<file path="config.mk">
export PLATFORM = sky130hd
export DESIGN_NAME = seq_code_arbiter
export DESIGN_NICKNAME = d
export VERILOG_FILES = /design/src/rtl/seq_code_arbiter.sv
export SDC_FILE = /design/constraint.sdc
export NUM_CORES = 1
export LEC_CHECK = 0
export CAP_MARGIN = 20
export CORE_MARGIN = 3
export CORE_UTILIZATION = 47
export DETAILED_ROUTE_END_ITERATION = 7
export GPL_ROUTABILITY_DRIVEN = 0
export PLACE_DENSITY = 0.8
export SYNTH_ARGS = -nofsm -noshare
export SYNTH_HDL_FRONTEND = slang
export SYNTH_SLANG_ARGS = --single-unit
</file>
<file path="constraint.sdc">
create_clock -name clk -period 2.75 [get_ports clk]
set_input_delay 0.275 -clock clk [delete_from_list [all_inputs] [get_ports clk]]
set_output_delay 0.275 -clock clk [all_outputs]
set_load 0.01 [all_outputs]
</file>
<file path="src/rtl/seq_code_arbiter.sv">
// Purpose : round-robin arbiter handing out one shared 14-code scrambled sequence, one code per grant.
// Latency : 0 cycles from req to gnt/code_valid; code, ptr and lap_cnt advance on the edge after a grant.
// Backpressure: hold or clear suppress all grants; a requester keeps req high until it is granted.
//
// Ports:
//   clk, reset      - clock; asynchronous active-high reset
//   clear           - synchronous restart (code=SEED, ptr=0, lap_cnt=0), beats hold and req
//   hold            - freeze: no grants, no state change
//   req[NREQ]       - level-sensitive token requests
//   gnt[NREQ]       - one-hot/zero grant, combinational
//   code[4]         - current sequence code (registered), valid to grantee when code_valid
//   code_valid      - OR of gnt
//   wrap            - code 13 (last of lap) is being issued this cycle
//   lap_cnt[8]      - completed laps, modulo 256
module seq_code_arbiter #(
  parameter int         NREQ = 4,
  parameter logic [3:0] SEED = 4'd8
) (
  input  logic            clk,
  input  logic            reset,
  input  logic            clear,
  input  logic            hold,
  input  logic [NREQ-1:0] req,
  output logic [NREQ-1:0] gnt,
  output logic [3:0]      code,
  output logic            code_valid,
  output logic            wrap,
  output logic [7:0]      lap_cnt
);

  localparam int PW = (NREQ > 1) ? $clog2(NREQ) : 1;

  logic [PW-1:0] ptr;
  logic [PW-1:0] gnt_idx;

  // Scrambled 14-state sequence; non-members (0, 10) fall back to the lap start.
  function automatic logic [3:0] next_code(input logic [3:0] c);
    case (c)
      4'd8:    next_code = 4'd7;
      4'd7:    next_code = 4'd11;
      4'd11:   next_code = 4'd4;
      4'd4:    next_code = 4'd9;
      4'd9:    next_code = 4'd2;
      4'd2:    next_code = 4'd5;
      4'd5:    next_code = 4'd12;
      4'd12:   next_code = 4'd6;
      4'd6:    next_code = 4'd3;
      4'd3:    next_code = 4'd15;
      4'd15:   next_code = 4'd1;
      4'd1:    next_code = 4'd14;
      4'd14:   next_code = 4'd13;
      4'd13:   next_code = 4'd8;
      default: next_code = 4'd8;
    endcase
  endfunction

  // Search starts at ptr and wraps; the first asserted request wins.
  // reset is included so gnt drops the moment reset asserts, not at the next edge.
  always_comb begin : grant_search
    logic          found;
    logic [PW-1:0] idx;
    gnt     = '0;
    gnt_idx = '0;
    found   = 1'b0;
    idx     = '0;
    if (!(reset || clear || hold)) begin
      for (int k = 0; k < NREQ; k++) begin
        idx = PW'((int'(ptr) + k) % NREQ);
        if (!found && req[idx]) begin
          found      = 1'b1;
          gnt[idx]   = 1'b1;
          gnt_idx    = idx;
        end
      end
    end
  end

  assign code_valid = |gnt;
  assign wrap       = code_valid && (code == 4'd13);

  always_ff @(posedge clk or posedge reset) begin
    if (reset) begin
      code    <= SEED;
      ptr     <= '0;
      lap_cnt <= 8'd0;
    end else if (clear) begin
      code    <= SEED;
      ptr     <= '0;
      lap_cnt <= 8'd0;
    end else if (code_valid) begin
      // code_valid is already low under hold, so no separate hold term is needed here.
      code <= next_code(code);
      if (gnt_idx == PW'(NREQ - 1))
        ptr <= '0;
      else
        ptr <= gnt_idx + 1'b1;
      if (wrap)
        lap_cnt <= lap_cnt + 8'd1;
    end
  end

endmodule

</file>
Word-level counts from Yosys, hierarchy flattened
Memories as Yosys holds them, arrays and structs flattened.
Index checks and enable logic that the tools add are counted.
{"block": "totals", "ff_bits": 14, "romBits": 64, "inputBits": 8, "output_inout_bits": 18, "elab_cells": 82, "n_memories": 1}
{"block": "classes", "addsub": 5, "n_lt_le_gt_ge": 8, "n_eq_ne": 2, "muxes": 43, "n_bitwise": 3, "reduce_logical": 17}
{"name": "(no name shown)", "depth": 16, "word_bits": 4, "read_ports": 1, "rd_ports_with_merged_regs": 0, "wr": 0, "line_no": "38", "text": "case (c)"}
{"operator": "4-bit 2-to-1 mux", "n": 10}
{"operator": "8-bit 2-to-1 mux", "n": 3}
{"operator": "2-bit 2-to-1 mux", "n": 8}
{"operator": "1-bit 2-to-1 mux", "n": 14}
{"operator": "2-bit by 3-bit < comparator with 1-bit output, second input constant", "n": 4}
{"operator": "4-bit bitwise OR", "n": 3}
{"operator": "8-bit by 1-bit adder with 8-bit output, second input constant", "n": 1}
{"operator": "1-bit binary-select mux with 2-bit select", "n": 4}
{"operator": "1-bit demux with 2-bit select", "n": 4}
{"operator": "2-bit by 1-bit >= comparator with 1-bit output, second input constant", "n": 4}
{"operator": "1-bit logical AND", "n": 8}
{"operator": "2-bit by 1-bit adder with 2-bit output, second input constant", "n": 2}
{"operator": "2-bit adder, second input constant", "n": 2}
{"operator": "4-bit == test, second input constant", "n": 1}
{"operator": "2-bit nonzero test", "n": 2}
{"operator": "4-bit OR reduction", "n": 1}
{"operator": "1-bit zero test", "n": 3}
{"operator": "2-bit == test, second input constant", "n": 1}
{"operator": "1-bit logical OR", "n": 2}
{"operator": "2-bit AND reduction", "n": 1}

Depth between registers and ports, before layout
Gate-level depths: netlist of run 1.
{"block": "depth", "ltp_word": 21, "mapped_depth": 11, "mapped_depth_nobuf": 9}

Worst setup path before layout of run 1
No wires, ideal clock.
{"block": "synth_timing", "path_kind": "register to register", "startpoint": "reg ptr[0]", "endpoint": "reg ptr[0]", "setup_time_ns": 0.128, "arrival_time_ns": 2.723, "required_ns": 2.622, "slack_ns": -0.101, "stages_incl_launch_ff": 11, "n_path_buf": 1, "period_less_slack_ns": 2.851, "path_cell_list": "dfrtp_1 > buf_4 > inv_1 > ha_1 > mux4_2 > a21oi_2 > a21oi_1 > a211o_1 > or2_4 > nand2_2 > mux2_1"}
{"block": "synth_via", "elab_chain_len": 20, "elab_cells_between_ends": 66, "cone_classes": "add/sub (4); order compare (8); eq/ne (1); mux (38); bitwise (3); reduce/logical (12)"}
{"element": "start: declaration", "line_no": "33", "text": "logic [PW-1:0] ptr;"}
{"element": "start signal: assignment", "line_no": "96", "text": "ptr <= gnt_idx + 1'b1;"}
{"element": "parallel branches: the longest is 20 deep, another holds 2-bit by 3-bit < comparator with 1-bit output"}
Several ways; the timed one is not identified. The select of a mux whose other input is x is not followed.
A chain may end at the register's enable or synchronous reset.

Final worst setup path of run 1
{"block": "layout_timing", "startpoint": "reg ptr[1]", "endpoint": "out code_valid"}
{"block": "layout_via", "elab_chain_len": 17, "elab_cells_between_ends": 55, "cone_classes": "add/sub (3); order compare (8); mux (30); bitwise (3); reduce/logical (11)"}
{"element": "parallel branches: the longest is 14 deep, another holds 2-bit by 3-bit < comparator with 1-bit output"}
{"element": "4-bit 2-to-1 mux *", "line_no": "69", "text": "if (!found && req[idx]) begin"}
{"element": "4-bit 2-to-1 mux *", "line_no": "66", "text": "if (!(reset || clear || hold)) begin"}
{"element": "4-bit OR reduction *", "line_no": "78", "text": "assign code_valid = |gnt;"}
{"element": "end: declaration", "line_no": "26", "text": "output logic code_valid,"}
Every way passes the cells marked *. The select of a mux whose other input is x is not followed.

==> results of run 1 <==
placed cells by master (no fill, tap or decap), types with 7 or more instances in the layout:
cell type,Yosys,layout
nand3_1,7,7
mux2i_1,8,8
dfrtp_1,13,12
clkdlybuf4s50_1,0,19
ha_1,14,11
nand2_1,18,18
inv_1,10,8
nor2_1,13,13
buf_6,1,9
buf_4,1,36
where the power goes:
| part | total (uW) | internal, uW | switching (uW) |
|---|---|---|---|
| clock network | 127 | 56.6 | 70.8 |
| registers | 240 | 217 | 23.2 |
| logic | 354 | 186 | 168 |
final cells by class:
type | count | area [um^2]
Multi-Input combinational cell | 136 | 1120
Fill cell | 189 | 649
Timing Repair Buffer | 70 | 601
Sequential cell | 14 | 353
Inverter | 12 | 45.0
Tap cell | 31 | 38.8
Clock buffer | 4 | 26.3
synth_stat cells (2+ instances only):
| cell | count | area share |
|---|---|---|
| mux2i_1 | 8 | 0.056 |
| nor2b_1 | 2 | 0.0087 |
| o21ai_1 | 4 | 0.014 |
| dfrtp_1 | 13 | 0.23 |
| inv_2 | 2 | 0.0052 |
| ha_1 | 14 | 0.12 |
| o21a_1 | 2 | 0.010 |
| nor3_1 | 2 | 0.0070 |
| o31ai_1 | 5 | 0.026 |
| nand3_1 | 7 | 0.024 |
| nand2_1 | 18 | 0.047 |
| clkbuf_1 | 4 | 0.010 |
| nand2b_1 | 4 | 0.017 |
| nand3b_1 | 3 | 0.016 |
| a221oi_1 | 2 | 0.012 |
| or4_1 | 5 | 0.026 |
| a31oi_1 | 2 | 0.0087 |
| nor2_1 | 13 | 0.034 |
| inv_1 | 10 | 0.026 |
| nand4_1 | 2 | 0.0087 |
| mux4_2 | 4 | 0.063 |
| o21ai_0 | 6 | 0.021 |
| or3_1 | 4 | 0.017 |
| a21oi_1 | 12 | 0.042 |
path summary, 6_finish.rpt:
path / slack, ns / endpoint / startpoint / depth (start not counted)
setup reg to reg: -0.01 / lap_cnt[5] / ptr[0] / 11
min in group clk: 0.58 / lap_cnt[7] / lap_cnt[7] / 2
max in group asynchronous: 1.95 / ptr[0] / reset / 2
hold / removal: 0.41 / ptr[1] / reset / 2
setup / recovery: -0.05 / code_valid / ptr[1] / 11
hold reg to reg: 0.58 / lap_cnt[7] / lap_cnt[7] / 2
metal layers:
layer  GRT usage  vias to the layer above  routed length, um
li1            -                      751                  -
met4       0.152                        0                229
met3      0.0294                       25                147
met5           0                        -                  0
met2       0.447                       68               2490
met1       0.295                      751               1750
flip-flops by register name (all words and copies together), names as in the netlist:
register,cells
lap_cnt,8
code,4
ptr,2
stage by stage:
step	utilization	std cells	setup TNS [ns]	area, um^2
after floorplan	-	169	0	1440
after global placement	0.689	253	-1.58	1950
after detailed placement	0.689	253	-2.90	1950
after CTS	0.731	262	-0.149	2070
after global routing	0.770	267	-0.625	2180
final	0.770	267	-0.0601	2180
cells by family (layout without fill, tap and decap cells):
| kind of cell | after synthesis | in the layout | synth area share |
|---|---|---|---|
| AOI/OAI and AO/OA | 41 | 41 | 0.194 |
| xor gates and xnor gates | 1 | 1 | 0.00611 |
| adders and majority gates | 14 | 14 | 0.122 |
| buffers and inverters | 19 | 86 | 0.0585 |
| DFF | 14 | 14 | 0.245 |
| muxes | 14 | 14 | 0.134 |
| and+or+nand+nor | 66 | 66 | 0.240 |
worst max-delay path, stage by stage (launching register included):
cell and delay [ns]:
dfrtp_1 0.42, inv_2 0.07, buf_4 0.15, ha_1 0.21, or4_4 0.41, nand3b_1 0.11, a21oi_2 0.06, a211o_1 0.29
or2_4 0.26, nand2_2 0.08, inv_2 0.04, buf_6 0.11
what timing repair did:
action                     CTS  global route
hold buffers                 0             0
buffers inserted             5             4
gates cloned                 0             1
setup endpoints to repair   10            15
pin swaps                    7            17
gates resized for setup     23            31
==> summary.txt, run 1 <==
Status = complete, but fails checks
Yosys Warn Count = 0
Tmin final = 2.80 ns
Crit start category = flop
Skew-Pair Late Insertion Delay = 0.29 ns
DRT Pass-1 Iters = 4
Port bufs = 25
I/O pins = 26
Violated checks = negative setup slack
RSZ-0062 raised after global routing = true
Clock sink count = 14
Final hold vios = 0
Iteration-0 DRC Markers = 76
Gate Count Post-Synth = 169
Register area share after synthesis = 0.245
Final Total Pwr = 721 uW
Main synth FF type = dfrtp_1
Largest net degree at the start of global routing = 18
WL final = 4.62 mm
Tot GR Track Use = 0.255
Worst Setup End Kind = primary output
Power per cell area = 331 nW/um^2
Layout cells sized above 1 = 0.386
Final worst slack = -0.0452 ns
CTS tree = done
Seq cells post-synth = 14
Total gr overflow = 0
Fmax achieved = 358 MHz
Htree depth = 1
Placeable core area = 2830 um^2
Crit path max fanout = 4
Core Rows = 19
Via Count = 1595
Final ANT Viol Nets = 0
Dpl ws = -0.317 ns
Drt wl/cell = 17.3 um
Clock skew = 0.00250 ns
Synth unique cells = 45
Max-cap check violation count = 0
EDFF count, synth = 0
Fin crit share = 1.02
Max VDD drop = 0.000383 V
Vias in the first global route = 1610
DIE AREA = 3750 um^2
Initial Util = 0.507
Worst hold margin = 0.406 ns
Synth Area per Inst = 8.48 um^2
Worst slew pin tran = 0.553 ns
DRC Markers = 0
Global-route wire length before repair = 7.03 mm
Pins Over Slew Limit = 0
Clk root buf = clkbuf_4
Syn-to-layout area delta = 52.0%
Die Height = 61.2 um
Clk pin slew, worst setup/hold paths = 0.08 ns
Cell Area, Synth = 1430 um^2
Vias per cell = 5.97
Net count after synthesis = 191
Number of CTS-inserted buffers = 3
Max clock buf depth = 2
HPWL after DPL = 3.06 mm
Critical path arrival = 2.52 ns
Nets@finish = 259
Crit Path Category = flop to primary output
Slew HR = 0.631
Final setup viols = 3
Antenna Cells = 0
CP Data Required Time = 2.48 ns
Die X = 61.2 um
Tightest Hold Check Type = input port to asynchronous set/reset pin
Leakage power total = 0.000936 uW
Async SR Flop Fraction = 1.00
Initial antenna violation count = 0
(Power assumes the default switching activity.)
==> inputs of run 2 (changes only) <==
Settings changed: CORE_UTILIZATION 47 to 46, PLACE_DENSITY 0.8 to 0.78.
==> run 2 against run 1 <==
The flow still finishes with violations (negative setup slack). Non-clock buffer count fell by 10. Clock skew fell by 0.0016 ns. Wire length is 10% lower. Critical endpoint unchanged. Largest power group unchanged.
==> summary.txt, run 2 (synthesis results as in run 1) <==
Cts hold-fix bufs = 0
Tot GR Track Use = 0.222
Violated checks = negative setup slack
DRT Pass-1 Iters = 4
Vias per cell = 5.83
Clock sink count = 14
Largest Register = lap_cnt
Comb pwr share = 0.470
WL final = 4.15 mm
Crit path max fanout = 5
CP Data Required Time = 2.48 ns
Drt wl/cell = 16.2 um
Antenna Cells = 0
Crit start category = flop
Dpl cells = 248
Critical path arrival = 2.50 ns
Total gr overflow = 0
Tightest Hold Check Type = input port to asynchronous set/reset pin
Port bufs = 25
Fin crit share = 1.01
Pint = 470 uW
I/O pins = 26
Initial antenna violation count = 0
R2r startpoint = ptr[1]
Seq pwr share = 0.335
Largest net degree at the start of global routing = 18
Placeable core area = 2850 um^2
DIE AREA = 3820 um^2
CTS tree = done
Core Rows = 19
Nets@finish = 249
DRC Markers = 0
Htree depth = 1
Layout cells sized above 1 = 0.336
Global-route wire length before repair = 6.45 mm
Die Height = 61.8 um
Leakage power total = 0.000934 uW
Syn-to-layout area delta = 45.2%
Final Non-Filler Cells = 257
DP Area = 1910 um^2
Final hold vios = 0
RSZ-0062 raised after global routing = true
Final ANT Viol Nets = 0
Status = complete, but fails checks
Clock Power Share = 0.195
HPWL after DPL = 3.08 mm
Crit Path Category = flop to primary output
Tmin final = 2.78 ns
Top Registers = lap_cnt x8, code x4, ptr x2
Most frequent cells in the layout = 32 x buf_4, 18 x nand2_1, 18 x clkdlybuf4s50_1
Max-cap check violation count = 0
Clk pin slew, worst setup/hold paths = 0.08 ns
Worst flop-to-flop path endpoint = code[3]
Worst Setup End Kind = primary output
Commonest non-fill, non-tap cell in the layout = buf_4
Fmax achieved = 360 MHz
Reg2reg path depth = 11
Slew HR = 0.647
Max clock buf depth = 2
Initial Util = 0.503
Finished Cell Area = 2080 um^2
Reg-to-reg setup timing slack = 0.05 ns
Number of flip-flops under the largest register name = 8
Clock skew = 0.000877 ns
Die X = 61.8 um
Max VDD drop = 0.000298 V
Number of CTS-inserted buffers = 3
Power per cell area = 344 nW/um^2
Final worst slack = -0.0260 ns
Final setup viols = 1
Switching share of power = 0.345
Pins Over Slew Limit = 0
Via Count = 1499
Worst slew pin tran = 0.529 ns
Iteration-0 DRC Markers = 92
Clk root buf = clkbuf_4
Vias in the first global route = 1483
P_sw = 247 uW
Skew-Pair Late Insertion Delay = 0.26 ns
[run 2: cell count changes in the layout (fill, tap and decap cells not counted), moves of 2 or more]
cell	delta
ha_2	+2
dlymetal6s2s_1	+3
buf_4	-4
buf_6	-5
o31ai_2	-2
o31ai_1	+2
[run 2: worst max path at each step]
| stage | startpoint | endpoint | slack, ns | cells after the start |
|---|---|---|---|---|
| floorplan | ptr[0] | ptr[0] | 0.007 | 10 |
| global placement | req[3] | code_valid | -0.27 | 9 |
| detailed placement | req[3] | code_valid | -0.40 | 9 |
| CTS | ptr[0] | gnt[2] | -0.21 | 7 |
| global route | ptr[1] | code_valid | -0.12 | 10 |
| finish | ptr[1] | code_valid | -0.03 | 11 |
[run 2: area by class of cell]
class	instances	area [um^2]
tap	31	38.8
fill	222	771
sequential	14	353
inverter	12	45.0
clock buffer	4	36.3
multi-input combinational	136	1090
timing repair buffer	60	522
[run 2: per-stage QoR]
step	setup TNS [ns]	utilization	power (uW)	setup WS [ns]	hold WS, ns
detailed placement	-3.40	0.670	534	-0.399	0.557
floorplan	0	-	417	0.00737	0.163
global route	-0.175	0.730	760	-0.119	0.488
CTS	-0.988	0.697	687	-0.214	0.441
global placement	-1.72	0.670	520	-0.273	0.535
finish	-0.0260	0.730	717	-0.0260	0.448
[run 2: repair_timing]
| item | in CTS | in global routing |
|---|---|---|
| gates resized for setup | 13 | 29 |
| endpoints found under the hold margin | 0 | 0 |
| endpoints found under the setup margin | 9 | 13 |
| pin swaps | 3 | 12 |
| buffers inserted | 2 | 4 |
[run 2: per-layer routing]
metal | part of all wire | vias up | track usage
met5 | 0 | - | 0
met4 | 0.021 | 0 | 0.0667
met3 | 0.029 | 10 | 0.0289
met2 | 0.54 | 43 | 0.405
met1 | 0.41 | 715 | 0.272
li1 | - | 731 | -
[run 2: power by group through the flow]
stage	Combinational, uW	Clock [uW]	Sequential (uW)
floorplan	180	0	238
global placement	280	0	240
detailed placement	292	0	242
CTS	303	145	239
global route	364	155	242
finish	337	140	240
[run 2: worst max-delay path: stages, from the launching register on]
cell	delay, ns
dfrtp_1	0.40
inv_2	0.07
ha_4	0.29
mux4_2	0.36
buf_4	0.17
nand2_1	0.08
o21a_1	0.17
nand4_1	0.18
or2_4	0.31
nand2_4	0.08
inv_2	0.03
clkbuf_2	0.11
==> inputs of run 3 (changes only) <==
Settings changed: CORE_MARGIN 3 to unset.
==> run 3 against run 2 <==
The run ends with design-rule violations, negative setup slack left. Sequential power hardly changed. Design area is 3.9% higher. Critical path depth is 1 lower. Total power is 4.3% higher. Highest routed layer unchanged.
==> summary.txt, run 3 (synthesis results as in run 1) <==
Total gr overflow = 0
Global-route wire length before repair = 6.69 mm
Largest net degree at the start of global routing = 18
Grt met2 use = 0.466
Cts hold-fix bufs = 0
Critical Path Max Stage Delay = 0.57 ns
DRT Pass-1 Iters = 6
Initial antenna violation count = 0
Slew HR = 0.644
CP Data Required Time = 2.48 ns
Number of CTS-inserted buffers = 3
DIE AREA = 3340 um^2
Final core occ = 0.758
DRC Markers = 1
Clk root buf = clkbuf_4
Worst hold margin = 0.398 ns
Vias per cell = 5.88
Tot GR Track Use = 0.254
Crit start category = flop
RSZ-0062 raised after global routing = true
Clk pin slew, worst setup/hold paths = 0.09 ns
Met3 track utilization from global routing = 0.0223
Port bufs = 25
Final Non-Filler Cells = 265
Final hold vios = 0
FF/Latch Area = 353 um^2
DP Area = 1950 um^2
WL final = 4.24 mm
GR peak layer = met2
Number of flip-flops under the largest register name = 8
Max clock buf depth = 2
Critical path's top delay family = compound AO/OA/AOI/OAI gates
CP max-delay cell = mux4_2
Antenna Cells = 0
Crit Path Category = flop to primary output
Clock sink count = 14
Final setup viols = 3
Crit-path cells = buf_6, buf_6, mux4_2, a21oi_2, a21oi_2, a211o_1, or2_4, nand2_2, inv_2, buf_6
Fmax achieved = 351 MHz
Largest Register = lap_cnt
Placeable core area = 2850 um^2
Htree depth = 1
Final ANT Viol Nets = 0
Most used cell, CP = buf_6
Power per cell area = 345 nW/um^2
Max-cap check violation count = 0
Status = complete, but fails checks
Clock skew = 0.00100 ns
Initial Util = 0.503
Syn-to-layout area delta = 50.9%
Worst Setup End Kind = primary output
Pins Over Slew Limit = 0
Worst Path Buf+Inv = 4
Vias in the first global route = 1538
Core Rows = 19
I/O pins = 26
Most frequent cells in the layout = 36 x buf_4, 19 x clkdlybuf4s50_1, 18 x nand2_1
Max VDD drop = 0.000283 V
Filler Cells Inserted = 196
Via Count = 1558
Dpl cells = 253
Worst slew pin tran = 0.534 ns
Multi-input gate area = 1090 um^2
Die Height = 57.8 um
Finished Cell Area = 2160 um^2
Tightest Hold Check Type = input port to asynchronous set/reset pin
Drt wl/cell = 16.0 um
Crit path max fanout = 7
Skew-Pair Late Insertion Delay = 0.29 ns
Tmin final = 2.85 ns
Critical path arrival = 2.57 ns
Final worst slack = -0.0987 ns
Fin crit share = 1.04
Top Registers = lap_cnt x8, code x4, ptr x2
Met1 usage = 0.310
Die X = 57.8 um
Commonest non-fill, non-tap cell in the layout = buf_4
Iteration-0 DRC Markers = 86
Nets@finish = 257
Leakage power total = 0.000959 uW
Violated checks = design-rule violations, negative setup slack
HPWL after DPL = 2.97 mm
Layout cells sized above 1 = 0.368
CTS tree = done
run 3: cell count changes in the layout (fill, tap and decap cells not counted), sizes merged:
cell and delta:
buf +11, clkbuf -2, dlymetal6s2s -1, dlygate4sd2 -1, clkdlybuf4s50 +1
run 3: worst paths after layout:
check | start | slack, ns | end | cells past startpoint
min in group clk | lap_cnt[6] | 0.58 | lap_cnt[6] | 2
hold reg to reg | lap_cnt[6] | 0.58 | lap_cnt[6] | 2
max in group asynchronous | reset | 1.97 | ptr[0] | 2
setup reg to reg | ptr[0] | 0 | lap_cnt[7] | 11
hold / removal | reset | 0.40 | code[1] | 2
setup / recovery | ptr[0] | -0.1 | code_valid | 10
run 3: where the power goes:
part,total [uW],switching [uW],internal [uW]
Sequential,239,22.2,217
Combinational,354,168,187
Clock,154,73.4,80.7
Total,747,263,484
run 3: cell type report:
type                            instances  share of cell area
Clock buffer                            4              0.0168
Inverter                               12              0.0208
Multi-Input combinational cell        136               0.505
Sequential cell                        14               0.163
Tap cell                               31              0.0179
Timing Repair Buffer                   68               0.276
run 3: per-layer routing:
layer / up-vias / wire [um]
met2: 37 / 2270
met4: 0 / 53
met1: 775 / 1800
li1: 739 / -
met5: - / 0
met3: 7 / 113
run 3: worst register-to-register path, delay by kind of cell, from the launching register on:
family	cells	cell delay, ns
compound gates	4	0.70
simple gates	3	1.02
flops	1	0.43
buf+inv	4	0.54
run 3: repair_timing:
item / CTS / global route
cloned: 0 / 0
endpoints found under the setup margin: 11 / 16
gates resized for setup: 9 / 39
pin swaps: 7 / 20
setup buffers: 4 / 5
run 3: stage by stage:
step	TNS, ns	power, uW	setup WS, ns
3_5_place_dp	-2.94	543	-0.298
5_1_grt	-0.902	790	-0.193
2_1_floorplan	0	417	0.00737
4_1_cts	-1.10	704	-0.203
6_report	-0.185	747	-0.0987
3_3_place_gp	-1.56	527	-0.225
